$ cat src/rtl/mem_port_arbiter.sv
// Shares one SRAM-like memory port between the instruction-fetch and data-access requesters.
// Data has priority with inst anti-starvation; an in-order owner FIFO routes each response back.
module mem_port_arbiter #(
   parameter int MAX_OUTST    = 2,
   parameter int STARVE_LIMIT = 4
) (
   input  logic        clk,
   input  logic        resetn,
   input  logic        inst_req,
   input  logic [31:0] inst_addr,
   output logic        inst_addr_ok,
   output logic        inst_data_ok,
   output logic [31:0] inst_rdata,
   input  logic        data_req,
   input  logic        data_wr,
   input  logic [1:0]  data_size,
   input  logic [31:0] data_addr,
   input  logic [3:0]  data_wstrb,
   input  logic [31:0] data_wdata,
   output logic        data_addr_ok,
   output logic        data_data_ok,
   output logic [31:0] data_rdata,
   output logic        m_req,
   output logic        m_wr,
   output logic [1:0]  m_size,
   output logic [31:0] m_addr,
   output logic [3:0]  m_wstrb,
   output logic [31:0] m_wdata,
   input  logic        m_addr_ok,
   input  logic        m_data_ok,
   input  logic [31:0] m_rdata
);

   localparam int PTR_W = (MAX_OUTST > 1) ? $clog2(MAX_OUTST) : 1;
   localparam int CNT_W = $clog2(MAX_OUTST + 1);
   localparam int STV_W = $clog2(STARVE_LIMIT + 1);

   typedef enum logic {IDLE, LOCKED} arb_state_t;

   arb_state_t           state, next_state;
   logic                 lock_data;
   logic [MAX_OUTST-1:0] owner_q;
   logic [PTR_W-1:0]     wr_ptr, rd_ptr;
   logic [CNT_W-1:0]     count;
   logic [STV_W-1:0]     starve_cnt;
   logic                 grant_inst, grant_data;
   logic                 full, empty, starve_hit, push, pop, head;

   function automatic logic [PTR_W-1:0] inc_ptr(input logic [PTR_W-1:0] p);
      return (p == PTR_W'(MAX_OUTST - 1)) ? '0 : p + PTR_W'(1);
   endfunction

   assign full       = (count == CNT_W'(MAX_OUTST));
   assign empty      = (count == '0);
   assign starve_hit = (starve_cnt == STV_W'(STARVE_LIMIT));

   // Grant is gated by resetn so the port goes quiet the moment reset asserts.
   always_comb begin
      next_state = state;
      grant_inst = 1'b0;
      grant_data = 1'b0;
      if (resetn) begin
         case (state)
            IDLE: begin
               if (!full) begin
                  if (inst_req && (!data_req || starve_hit)) grant_inst = 1'b1;
                  else if (data_req)                         grant_data = 1'b1;
               end
               if ((grant_inst || grant_data) && !m_addr_ok) next_state = LOCKED;
            end
            LOCKED: begin
               grant_data = lock_data;
               grant_inst = !lock_data;
               if (m_addr_ok) next_state = IDLE;
            end
            default: next_state = IDLE;
         endcase
      end
   end

   always_ff @(posedge clk or negedge resetn) begin
      if (!resetn) begin
         state     <= IDLE;
         lock_data <= 1'b0;
      end else begin
         state <= next_state;
         if (state == IDLE && next_state == LOCKED) lock_data <= grant_data;
      end
   end

   always_comb begin
      m_req   = grant_inst | grant_data;
      m_wr    = 1'b0;
      m_size  = 2'd0;
      m_addr  = 32'd0;
      m_wstrb = 4'd0;
      m_wdata = 32'd0;
      if (grant_data) begin
         m_wr    = data_wr;
         m_size  = data_size;
         m_addr  = data_addr;
         m_wstrb = data_wstrb;
         m_wdata = data_wdata;
      end else if (grant_inst) begin
         m_size  = 2'd2;
         m_addr  = inst_addr;
      end
   end

   assign inst_addr_ok = grant_inst & m_addr_ok;
   assign data_addr_ok = grant_data & m_addr_ok;
   assign push         = m_req & m_addr_ok;
   assign pop          = resetn & m_data_ok & !empty;
   assign head         = owner_q[rd_ptr];
   assign inst_data_ok = pop & !head;
   assign data_data_ok = pop & head;
   assign inst_rdata   = inst_data_ok ? m_rdata : 32'd0;
   assign data_rdata   = data_data_ok ? m_rdata : 32'd0;

   always_ff @(posedge clk or negedge resetn) begin
      if (!resetn) begin
         owner_q <= '0;
         wr_ptr  <= '0;
         rd_ptr  <= '0;
         count   <= '0;
      end else begin
         if (push) begin
            owner_q[wr_ptr] <= grant_data;
            wr_ptr          <= inc_ptr(wr_ptr);
         end
         if (pop) rd_ptr <= inc_ptr(rd_ptr);
         if (push && !pop)      count <= count + CNT_W'(1);
         else if (!push && pop) count <= count - CNT_W'(1);
      end
   end

   // Counts data wins that happened while inst was left waiting.
   always_ff @(posedge clk or negedge resetn) begin
      if (!resetn) begin
         starve_cnt <= '0;
      end else if (!inst_req || (push && grant_inst)) begin
         starve_cnt <= '0;
      end else if (push && grant_data && !starve_hit) begin
         starve_cnt <= starve_cnt + STV_W'(1);
      end
   end

endmodule

$ cat config.mk
export PLATFORM = sky130hd
export DESIGN_NAME = mem_port_arbiter
export DESIGN_NICKNAME = d
export VERILOG_FILES = /design/src/rtl/mem_port_arbiter.sv
export SDC_FILE = /design/constraint.sdc
export NUM_CORES = 1
export LEC_CHECK = 0
export BUFFER_PORTS_ARGS = -buffer_cell sky130_fd_sc_hd__buf_2
export CAP_MARGIN = 15
export CORE_AREA = 2 2 110 112
export CTS_BUF_LIST = sky130_fd_sc_hd__clkbuf_8 sky130_fd_sc_hd__clkbuf_16
export DETAILED_ROUTE_END_ITERATION = 6
export DIE_AREA = 0 0 112 114
export PLACE_DENSITY_LB_ADDON = 0.05
export SETUP_SLACK_MARGIN = 0.05
export SYNTH_ARGS = -nofsm -noshare
export SYNTH_HDL_FRONTEND = slang
export SYNTH_SLANG_ARGS = --single-unit
$ cat constraint.sdc
create_clock -name clk -period 2.6 [get_ports clk]
set_input_delay 0.52 -clock clk [delete_from_list [all_inputs] [get_ports clk]]
set_output_delay 0.52 -clock clk [all_outputs]
set_load 0.005 [all_outputs]
==> summary by stage, run 1 <==
Status
The run finished with clean final reports.

Logic synthesis
The cell area after technology mapping is 0.00173 mm². The number of nets handed over by synthesis was 365. A synthesized cell averages between 7 and 8 µm². In the synthesized netlist, the number of instances is 221. The largest area contributor in the synthesized netlist is and2_1. The number of enable flip-flop cells after synthesis is 0.

The simple-gate share of the synthesized area is 44.8%. Sequential elements use 15.9% of the synthesized area. After synthesis, the cell types taking the most area are and2_1 (37%), a22o_1 (17%), dfrtp_1 (16%), buf_8 (2.6%), ha_1 (2.2%).

In this run the biggest area consumer among cell types represents 37.3% of the synthesized area. After synthesis, the share of flip-flops with an asynchronous set or reset is between 90% and 100%. Of the post-synthesis cell area, the part taken by muxes is 1.23%. The number of register bits inferred by synthesis is 11. Summing the areas of all xor and xnor instances in the mapped netlist gives 2.53% of the synthesized area. The most used flip-flop cell after synthesis is dfrtp_1.

For this run, the number of Yosys warnings is 0. After Yosys synthesis, full adders, half adders and majority gates account for 2.17% of the synthesized area. The number of unique standard cell types used by synthesis is 38. The combinational family with the most area after synthesis is simple AND/OR/NAND/NOR gates. The synthesized netlist devotes 25.3% of its cell area to compound gates.

Placement
The half-perimeter wire length of the detailed placement result is 6710 µm. The number of buffer cells added on primary ports is 280. Including well taps, the total number of placed cells is 636. OpenSTA, run right after detailed placement, puts the worst setup slack at 182 ps.

The placer's final routability congestion estimate is between 0.7 and 0.8.

Critical path
The highest-delay cell along the critical path is dfrtp_1. At the worst endpoint, the required time is ~2100 ps. Setup slack on the worst reg-to-reg path comes out at around 540 ps. The highest net fanout along the worst path is 40. The stage delay of the slowest cell on the critical path is about 370 ps. In this run the critical register-to-register path is launched from starve_cnt[0]$_DFFE_PN0P_. The kind of cell with the highest combined delay along the critical path is compound AO/OA/AOI/OAI gates. The signal on the critical path passes through inv_1 > ha_2 > nand3_1 > nand3_1 > a21boi_4 > buf_12 > a22o_1 > buf_2.

The endpoint of the worst register-to-register path is count[1]$_DFFE_PN0P_. At the worst endpoint, the arrival time is 1950 ps. The number of cells on the worst reg-to-reg path is 10. The worst setup path is captured at an output pin. Together, buffers and inverters on the worst path number 3. The worst setup path is of the register to output pin kind.

The most prevalent standard cell on the critical path is nand3_1. The type of element launching the critical path is a register.

Timing
The transition at the pin with the smallest max-transition slack is a little over 400 ps. In the post-route analysis, the smallest setup slack over all paths is 134 ps. In this run the tightest slew margin relative to its limit is between 70% and 80%. The shortest clock period the worst path allows after layout is 2470 ps. Adding up every negative setup slack in the final design gives 0 ps. Static timing analysis puts the maximum clock frequency at 0.406 GHz. Hold is met by 116 ps. The final hold violation count came to 0. The total of endpoints with negative setup slack in the final report is 0. The clock tree skew after final layout is 1.68 ps. Setup repair after global routing left no endpoint under its margin. After layout, the worst path uses 94.8% of the clock period. The total count of max-transition violations in the final report is 0.

Floorplanning
The die is 114 µm tall. The die width is about 110 µm. The standard cell core area is between 0.01 and 0.015 mm². The boundary pin count is 281.

The floorplan step defined a die boundary enclosing 0.0128 mm². The total number of placement rows is 40. The starting utilization of the core area is 14.8%.

Power and ir drop
The power per cell area is 502 mW/mm². The analysis attributes to cell leakage a power of about 2.1 nW. The peak ir drop on the vdd network is between 200 and 300 µV.

Layout
Cells fill between 20% and 30% of the core in the end. Compared with the post-synthesis result, the final layout area differs by 96.5%. The number of antenna diodes is 0. The fraction of final layout cells with drive strength greater than 1 is 60.6%. The final cell count without fillers is 645. The number of nets in the finished design is 643.

Routing
The routed length per placed instance is 12.9 µm. The routed design has 8350 µm of wire. The via count of the routed design is 2615. Once detail routing completed, the nets flagged for antenna violations numbered 0. The vias per cell is roughly 4.1. The initial DRC count is 66.

The number of optimization iterations in the first detailed-route pass is 4. The final routed DRC violation total is 0.

Clocking
CTS built an H-tree with a depth of 1. The clock-pin slew reported for the worst setup and hold paths after clock tree synthesis is 40 ps. The master cell of the clock root buffer is clkbuf_16.

Clock latency on the worst-skew pair, taken at its later pin, is roughly 240 ps. The clock tree from TritonCTS is built. The number of CTS-inserted buffers is 3. The number of buffers added to fix hold violations after cts is 0. The longest clock path from root to sink contains 2 buffers. The number of clock sinks is 11.

Global route
The via count of the first global-routing pass was approximately 2400. The maximum number of pins on one net before global-route repair is a little over 40. The number of antenna violations at the first check in global routing is 0. In the global route stage, overall resource usage came out at 11.7%. The first global-routing pass estimated about 12000 µm of wire. After global routing the overflow that remains totals 0.

Flow run
The number of max-cap violations is 0.

Hold path
The path class of the tightest hold or removal check is primary input to async pin.
worst max path at each step:
stage	startpoint	end	slack, ps	cells past startpoint
2_1_floorplan	starve_cnt[0]$_DFFE_PN0P_	m_addr[18]	400	8
3_3_place_gp	starve_cnt[0]$_DFFE_PN0P_	m_req	190	7
3_5_place_dp	starve_cnt[0]$_DFFE_PN0P_	m_req	180	7
4_1_cts	starve_cnt[0]$_DFFE_PN0P_	m_req	20	7
5_1_grt	starve_cnt[0]$_DFFE_PN0P_	m_addr[4]	60	8
6_report	starve_cnt[0]$_DFFE_PN0P_	m_addr[4]	130	8
cell usage in the layout, fill, tap and decap left out, types with 2 or more instances in the layout:
master | Yosys | final
buf_2 | 6 | 280
and2_1 | 103 | 103
a22o_1 | 33 | 33
dfrtp_1 | 11 | 11
buf_4 | 1 | 6
inv_1 | 4 | 5
nand3_1 | 4 | 4
a21oi_1 | 4 | 4
nor2b_1 | 3 | 3
and2_4 | 1 | 3
nand4_1 | 3 | 3
o21ai_0 | 3 | 3
xnor2_1 | 3 | 3
clkbuf_16 | 0 | 3
nand2_1 | 2 | 2
o211ai_1 | 2 | 2
nor2_1 | 2 | 2
a31oi_1 | 2 | 2
a21boi_0 | 2 | 2
a21o_1 | 2 | 2
a32o_1 | 2 | 2
xor2_1 | 2 | 2
ha_1 | 3 | 2
cell type report:
cell class | count | area, µm²
Clock buffer | 3 | 75.1
Clock inverter | 1 | 3.75
Fill cell | 1291 | 8320
Inverter | 4 | 15.0
Multi-Input combinational cell | 191 | 1360
Sequential cell | 11 | 275
Tap cell | 147 | 184
Timing Repair Buffer | 288 | 1480
registers in the layout, summed over array words and instances (netlist names):
signal      cells
wr_ptr          1
count           2
starve_cnt      3
lock_data       1
rd_ptr          1
owner_q         2
state           1
per-stage QoR:
step	instance area, µm²	total power, mW
final	3390	1.70
after global routing	3390	1.86
after CTS	3370	1.73
after detailed placement	3260	1.40
after global placement	3260	1.41
after floorplan	1730	0.928
what timing repair did:
| action | in CTS | in global routing |
|---|---|---|
| setup endpoints to repair | 34 | 67 |
| buffers inserted | 0 | 2 |
| pin swaps | 1 | 2 |
| gates cloned | 3 | 0 |
| endpoints found under the hold margin | 0 | 0 |
| gates resized for setup | 4 | 2 |
synthesized netlist by cell type, types with 2 or more instances:
cell,instances
o211ai_1,2
buf_8,3
inv_1,4
nand4_1,3
o21ai_0,3
nor2b_1,3
ha_1,3
clkbuf_1,4
and2_1,103
nand3_1,4
a32o_1,2
a21oi_1,4
dfrtp_1,11
nor2_1,2
buf_2,6
a21o_1,2
xnor2_1,3
xor2_1,2
nand2_1,2
a21boi_0,2
a22o_1,33
clkbuf_2,3
a31oi_1,2
cells by family (layout without fill, tap and decap cells):
family	after synthesis	in the layout
xor+xnor	5	5
simple gates	124	127
compound gates	54	54
mux	2	2
buf+inv	22	296
flops	11	11
fa+ha+maj	3	3
layer usage:
metal / wire length, µm / GRT usage (%) / vias to the layer above
li1: - / - / 1322
met1: 2870 / 11.6 / 1122
met2: 4630 / 24.8 / 163
met3: 757 / 2.50 / 8
met4: 95 / 2.44 / 0
met5: 0 / 0 / -
power by group:
| group | internal [mW] | total (mW) | leakage, nW | switching [mW] |
|---|---|---|---|---|
| Sequential | 0.233 | 0.290 | 0.139 | 0.0569 |
| Combinational | 0.604 | 1.14 | 1.96 | 0.534 |
| Clock | 0.202 | 0.275 | 0.0423 | 0.0734 |
No activity file was read; power rests on OpenSTA's default activity.
==> inputs of run 2 (changes only) <==
PLACE_DENSITY = 0.46   (was not set)
PLACE_DENSITY_LB_ADDON = not set   (was 0.05)
TNS_END_PERCENT = 1   (was not set)
==> summary by stage, run 2 (synthesis gave the netlist of run 1 again) <==
Critical path
The gate family responsible for the most delay along the worst path is compound AO/OA/AOI/OAI gates. STA puts the critical path data required time at between 2000 and 2500 ps. The highest-delay cell along the critical path is dfrtp_1.

The highest net fanout along the worst path is 8. The type of element launching the critical path is a register. The stage delay of the slowest cell on the critical path is 370 ps. The signal on the critical path passes through inv_1 > ha_2 > a21bo_1 > a41o_4 > and2_2 > a22o_1 > buf_2.

The critical path is of the register to output pin type. The count of cells along the worst register-to-register path is 9. The cell depth of the worst setup path is 7. Together, buffers and inverters on the worst path number 2. The arrival time of data at the critical path endpoint is a little under 2000 ps. STA classifies the critical path endpoint as an output pin.

Clocking
The cell sitting at the root of the clock tree is a clkbuf_16. The clock passes through at most 2 buffers. The number of buffers added for setup after CTS is 0. The number of clock sinks is 11. The number of H-tree branching levels is 1. The clock-pin slew reported for the worst setup and hold paths after clock tree synthesis is 40 ps. TritonCTS built the clock tree.

The insertion delay of the later-clocked pin in the worst-skew pair is 240 ps. The number of CTS-inserted buffers is 3.

Routing
The routed layout has 2712 vias. The number of optimization iterations in the first detailed-route pass is 4. In the routed design, unresolved DRC markers number 0. In this run the remaining antenna-violating nets after routing total 0. The detailed-routing wirelength on met1 is 2860 µm. The detailed-routed wire length on met2 is 4210 µm. Signal routing reaches up to met4. After detailed routing, the met3 layer carries 794 µm of wire.

For this block, the routed nets add up to slightly below 8000 µm of wire. The detailed router finished its first iteration with 55 violations. The routed length per placed instance is 12.3 µm. Using the TritonRoute via totals, the vias-per-cell ratio works out to 4.22.

Layout
The fraction of final layout cells with drive strength greater than 1 is between 60% and 70%. The area growth from synthesis to final layout is 95.4%. In the layout the commonest cells are buf_2 (280), and2_1 (103), a22o_1 (33), dfrtp_1 (11). The number of antenna diodes is 0. The layout filler cell count is 1285. The register with the highest flop count is starve_cnt. The commonest non-fill, non-tap cell in the layout is buf_2. At the end of the flow, the number of nets in the layout was about 640.

The largest registers in the layout are starve_cnt x3, count x2, owner_q x2. The register with the most flip-flops in the layout has 3 of them.

Floorplanning
The boundary pin count is 281. The starting utilization of the core area is 14.8%. The core region is 0.0117 mm².

The die covers 0.0128 mm². The vertical extent of the die is roughly 110 µm. The floorplan has 40 rows. The floorplan step set the die width to approximately 110 µm.

Global route
The via count of the first global-routing pass is 2539. For this run, the total global-route usage over all layers was measured as 11.1%. The first-pass GRT wire length is 11700 µm. The maximum number of pins on one net before global-route repair is 77. The global-route congestion overflow total is 0. The number of antenna violations at the first check in global routing is 0.

Power and ir drop
The power per cell area is 504 mW/mm². Summed over all cells, the static leakage comes to around 2.1 nW. The peak ir drop on the vdd network is 259 µV.

Timing
The shortest clock period the worst path allows after layout is 2490 ps. In this run the tightest slew margin relative to its limit is 73.6%. Setup repair after global routing could not meet its margin everywhere. For this run, the top clock speed supported by timing is 0.402 GHz. Once routing completed, OpenROAD measured the worst setup slack at about 110 ps. Setup violations remaining at the end of the flow were counted as 0.

The final hold violation count is 0. The clock arrives with 2.78 ps of skew. The post-route fraction of the period consumed by the critical path is ~96%.

The total count of max-transition violations in the final report is 0. The transition at the pin with the smallest max-transition slack is 392 ps. After routing, the total negative slack on setup checks comes to 0 ps.

Placement
Detailed placement finished with a half-perimeter wire length of 6150 µm. The count of buffers added on input and output ports is 280. The setup slack at placement is 186 ps. At the end of routability-driven placement, the weighted congestion stood at between 0.8 and 0.9.

Hold path
The type of the worst min-delay path is primary input to async pin.

Status
The flow ran to the end, and the final reports show no timing, DRC or antenna violations.

Flow run
The number of max-cap violations is 0.
run 2: changes by cell type in the layout (fill, tap and decap cells not counted):
cell      before  now
and2_2         1    2
buf_4          6    4
buf_6          1    0
clkinv_2       0    1
inv_1          5    4
run 2: cell type report:
type                    count  area (µm²)  area share [%]
clock buffers               3        75.1            2.22
clock inverters             1        5.00           0.148
inverters                   4        15.0           0.445
multi-input cells         192        1370            40.6
flip-flops and latches     11         275            8.15
well taps                 147         184            5.45
repair buffers            285        1450            43.0
run 2: where the power goes:
part	internal, mW	total, mW	switching [mW]
registers	0.233	0.292	0.0587
logic	0.598	1.13	0.534
clock network	0.204	0.280	0.0763
total	1.04	1.70	0.669
run 2: layer usage:
layer	up-vias	global-route usage [%]
li1	1315	-
met1	1223	11.9
met2	170	22.7
met5	-	0
met3	4	1.97
met4	0	1.71
run 2: final timing paths:
path | endpoint | start | slack (ps)
min | count[0]$_DFFE_PN0P_ | resetn | 130
max in group asynchronous | state$_DFF_PN0_ | resetn | 2080
min reg2reg | owner_q[1]$_DFFE_PN0P_ | owner_q[1]$_DFFE_PN0P_ | 490
min in group clk | owner_q[1]$_DFFE_PN0P_ | owner_q[1]$_DFFE_PN0P_ | 490
max reg2reg | count[1]$_DFFE_PN0P_ | starve_cnt[0]$_DFFE_PN0P_ | 630
max | m_addr[1] | starve_cnt[0]$_DFFE_PN0P_ | 110
run 2: stage by stage:
stage | utilization, % | hold slack (ps) | std cells | instance area, µm² | power [mW]
after floorplan | - | 224 | 221 | 1730 | 0.928
after global placement | 27.8 | 376 | 635 | 3250 | 1.38
after detailed placement | 27.8 | 376 | 635 | 3250 | 1.38
after CTS | 28.8 | 128 | 642 | 3370 | 1.72
after global routing | 28.8 | 134 | 643 | 3380 | 1.85
final | 28.8 | 126 | 643 | 3380 | 1.70
run 2: repair_timing:
action / in CTS / in global routing
cloned: 3 / 1
pin swaps: 1 / 1
resized for setup: 4 / 1
hold buffers: 0 / 0
endpoints found under the setup margin: 34 / 31
==> inputs of run 3 (changes only) <==
RECOVER_POWER = 25   (was not set)
==> summary by stage, run 3 (synthesis gave the netlist of run 1 again) <==
Status
The run finished with clean final reports.

Layout
The commonest non-fill, non-tap cell in the layout is buf_2. The number of flip-flops in the largest register is 3. The post-layout instance area is 0.00336 mm².

The largest registers in the layout are starve_cnt x3, count x2, owner_q x2. The area of the multi-input gates is around 0.0014 mm². In the final layout, the share of cells above drive strength 1 is 59.5%. In the final layout, flip-flops and latches occupy 275 µm².

The final cell count without fillers is 643. The layout filler cell count is ~1300. The number of antenna diodes is 0. In the final design database the tool counted between 600 and 700 nets. The area growth from synthesis to layout is 94.6%. The register with the highest flop count is starve_cnt. The library cells used most frequently in the layout, excluding fill and tap cells, are buf_2 (276), and2_1 (103), a22o_1 (33), dfrtp_1 (11), clkbuf_1 (6).

Critical path
The worst setup path is of the register to output pin kind. Of all nets on the critical path, the largest fanout is 8. The type of element launching the critical path is a register.

The worst setup path is captured at an output pin. The arrival time of data at the critical path endpoint is 1970 ps. The critical path data required time is 2080 ps.

Floorplanning
The floorplan has 40 rows. The standard cell core area is between 0.01 and 0.015 mm². The boundary pin count is 281. The die is 114 µm tall. The floorplan die area is about 0.013 mm². The initial utilization of the core area, before any placement, comes to 14.8%. In this run the horizontal extent of the chip is 112 µm.

Routing
The number of optimization iterations in the first detailed-route pass is 4. The routed length per placed instance is 12.3 µm. The via count of the routed design is 2723. The final routed DRC violation total is 0. The initial DRC count is 55.

The remaining antenna violation count after routing is 0. The vias per cell is 4.23. The total detailed-routing wirelength is 7920 µm.

Timing
Setup violations remaining at the end of the flow were counted as 0. The final-layout setup total negative slack is 0 ps. Setup repair after global routing could not meet its margin everywhere. The maximum operating frequency is slightly above 0.4 GHz. The worst setup margin is approximately 110 ps. The final hold violation count is 0. The clock tree skew after final layout is between 2 and 3 ps. Dividing the final minimum period by the clock period gives between 90 and 100%.

The shortest clock period the worst path allows after layout is 2490 ps. The worst slew margin relative to its limit is 63.4%. The total count of max-transition violations in the final report is 0. The transition at the pin with the smallest max-transition slack is 549 ps.

Placement
Prior to clock tree synthesis, the placed netlist has a worst setup slack of 186 ps. The placed instances occupy a cell area of approximately 0.0033 mm². In this run, placement finished with an instance count of ~640.

In this run the tool buffered the top-level ports with 280 buffer cells. The half-perimeter wire length of the detailed placement result is 6150 µm. At the end of routability-driven placement, the weighted congestion stood at approximately 0.8.

Clocking
TritonCTS built the clock tree. The number of H-tree branching levels is 1. Clock tree synthesis selected as its root buffer the cell clkbuf_16.

The clock-pin slew reported for the worst setup and hold paths after clock tree synthesis is 40 ps. The number of CTS-inserted buffers is 3. The insertion delay of the later-clocked pin in the worst-skew pair is about 240 ps. The number of setup buffers added after CTS is 0. In this run, post-CTS hold repair placed 0 buffers. For this design, the sink count on the clock tree is 11. The number of buffers between clock root and the deepest sink is 2.

Hold path
The type of the worst min-delay path is primary input to async pin.

Power and ir drop
Total power for the finished layout comes to 1.70 mW. The peak ir drop on the vdd network is 259 µV. The static power due to leakage is approximately 2.1 nW. The power per cell area is approximately 510 mW/mm².

Flow run
The tool flagged a number of max-cap violations equal to 0.

Global route
The overall fraction of global-route tracks in use is 11.1%. The via count of the first global-routing pass is ~2500. The number of antenna violations at the first check in global routing is 0.

The global-route congestion overflow total is 0. The first-pass GRT wire length is 11700 µm. The maximum number of pins on one net before global-route repair is between 70 and 80.
[run 3: cell count changes in the layout (fill, tap and decap cells not counted), sizes merged]
cell	delta
buf	-7
clkbuf	+7
[run 3: critical path, cell delays in order, from the launching register on]
cell     delay [ps]
dfrtp_1         370
inv_1            70
ha_2            210
a21bo_1         230
a41o_4          260
and2_2          270
a22o_1          200
buf_2           120
[run 3: cell type report]
class,count,share of cell area (%)
clock buffers,3,2.23
clock inverters,1,0.149
inverters,4,0.447
multi-input cells,192,40.8
flip-flops and latches,11,8.19
well taps,147,5.47
repair buffers,285,42.7
[run 3: final timing paths]
path,slack (ps),to,cells after the start,startpoint
max in group asynchronous,1750,state$_DFF_PN0_,2,resetn
min in group clk,490,owner_q[1]$_DFFE_PN0P_,1,owner_q[1]$_DFFE_PN0P_
worst max register to register,630,count[1]$_DFFE_PN0P_,9,starve_cnt[0]$_DFFE_PN0P_
worst min-delay path,120,count[0]$_DFFE_PN0P_,1,resetn
worst max-delay path,110,m_addr[1],7,starve_cnt[0]$_DFFE_PN0P_
worst min register to register,490,owner_q[1]$_DFFE_PN0P_,1,owner_q[1]$_DFFE_PN0P_
[run 3: what timing repair did]
action / in CTS / in global routing
cloned: 3 / 1
gates resized for setup: 4 / 1
endpoints found under the hold margin: 0 / 0
setup endpoints to repair: 34 / 31
pin swaps: 1 / 1
[run 3: power by group]
part | switching [mW] | total (mW) | internal (mW) | leakage, nW
Sequential | 0.0586 | 0.292 | 0.233 | 0.139
Clock | 0.0762 | 0.280 | 0.204 | 0.0409
Combinational | 0.535 | 1.13 | 0.593 | 1.92
Total | 0.670 | 1.70 | 1.03 | 2.10
[run 3: through the flow]
step / hold slack [ps] / utilization [%]
global placement: 376 / 27.8
detailed placement: 376 / 27.8
CTS: 128 / 28.8
global route: 133 / 28.7
floorplan: 224 / -
finish: 123 / 28.7
[run 3: layer usage]
metal / GRT usage (%) / part of all wire (%) / vias to the layer above / wire length [µm]
met4: 1.71 / 0.42 / 0 / 33
met1: 11.9 / 37 / 1235 / 2920
met2: 22.7 / 53 / 170 / 4170
met5: 0 / 0 / - / 0
met3: 1.97 / 10 / 4 / 791
li1: - / - / 1314 / -
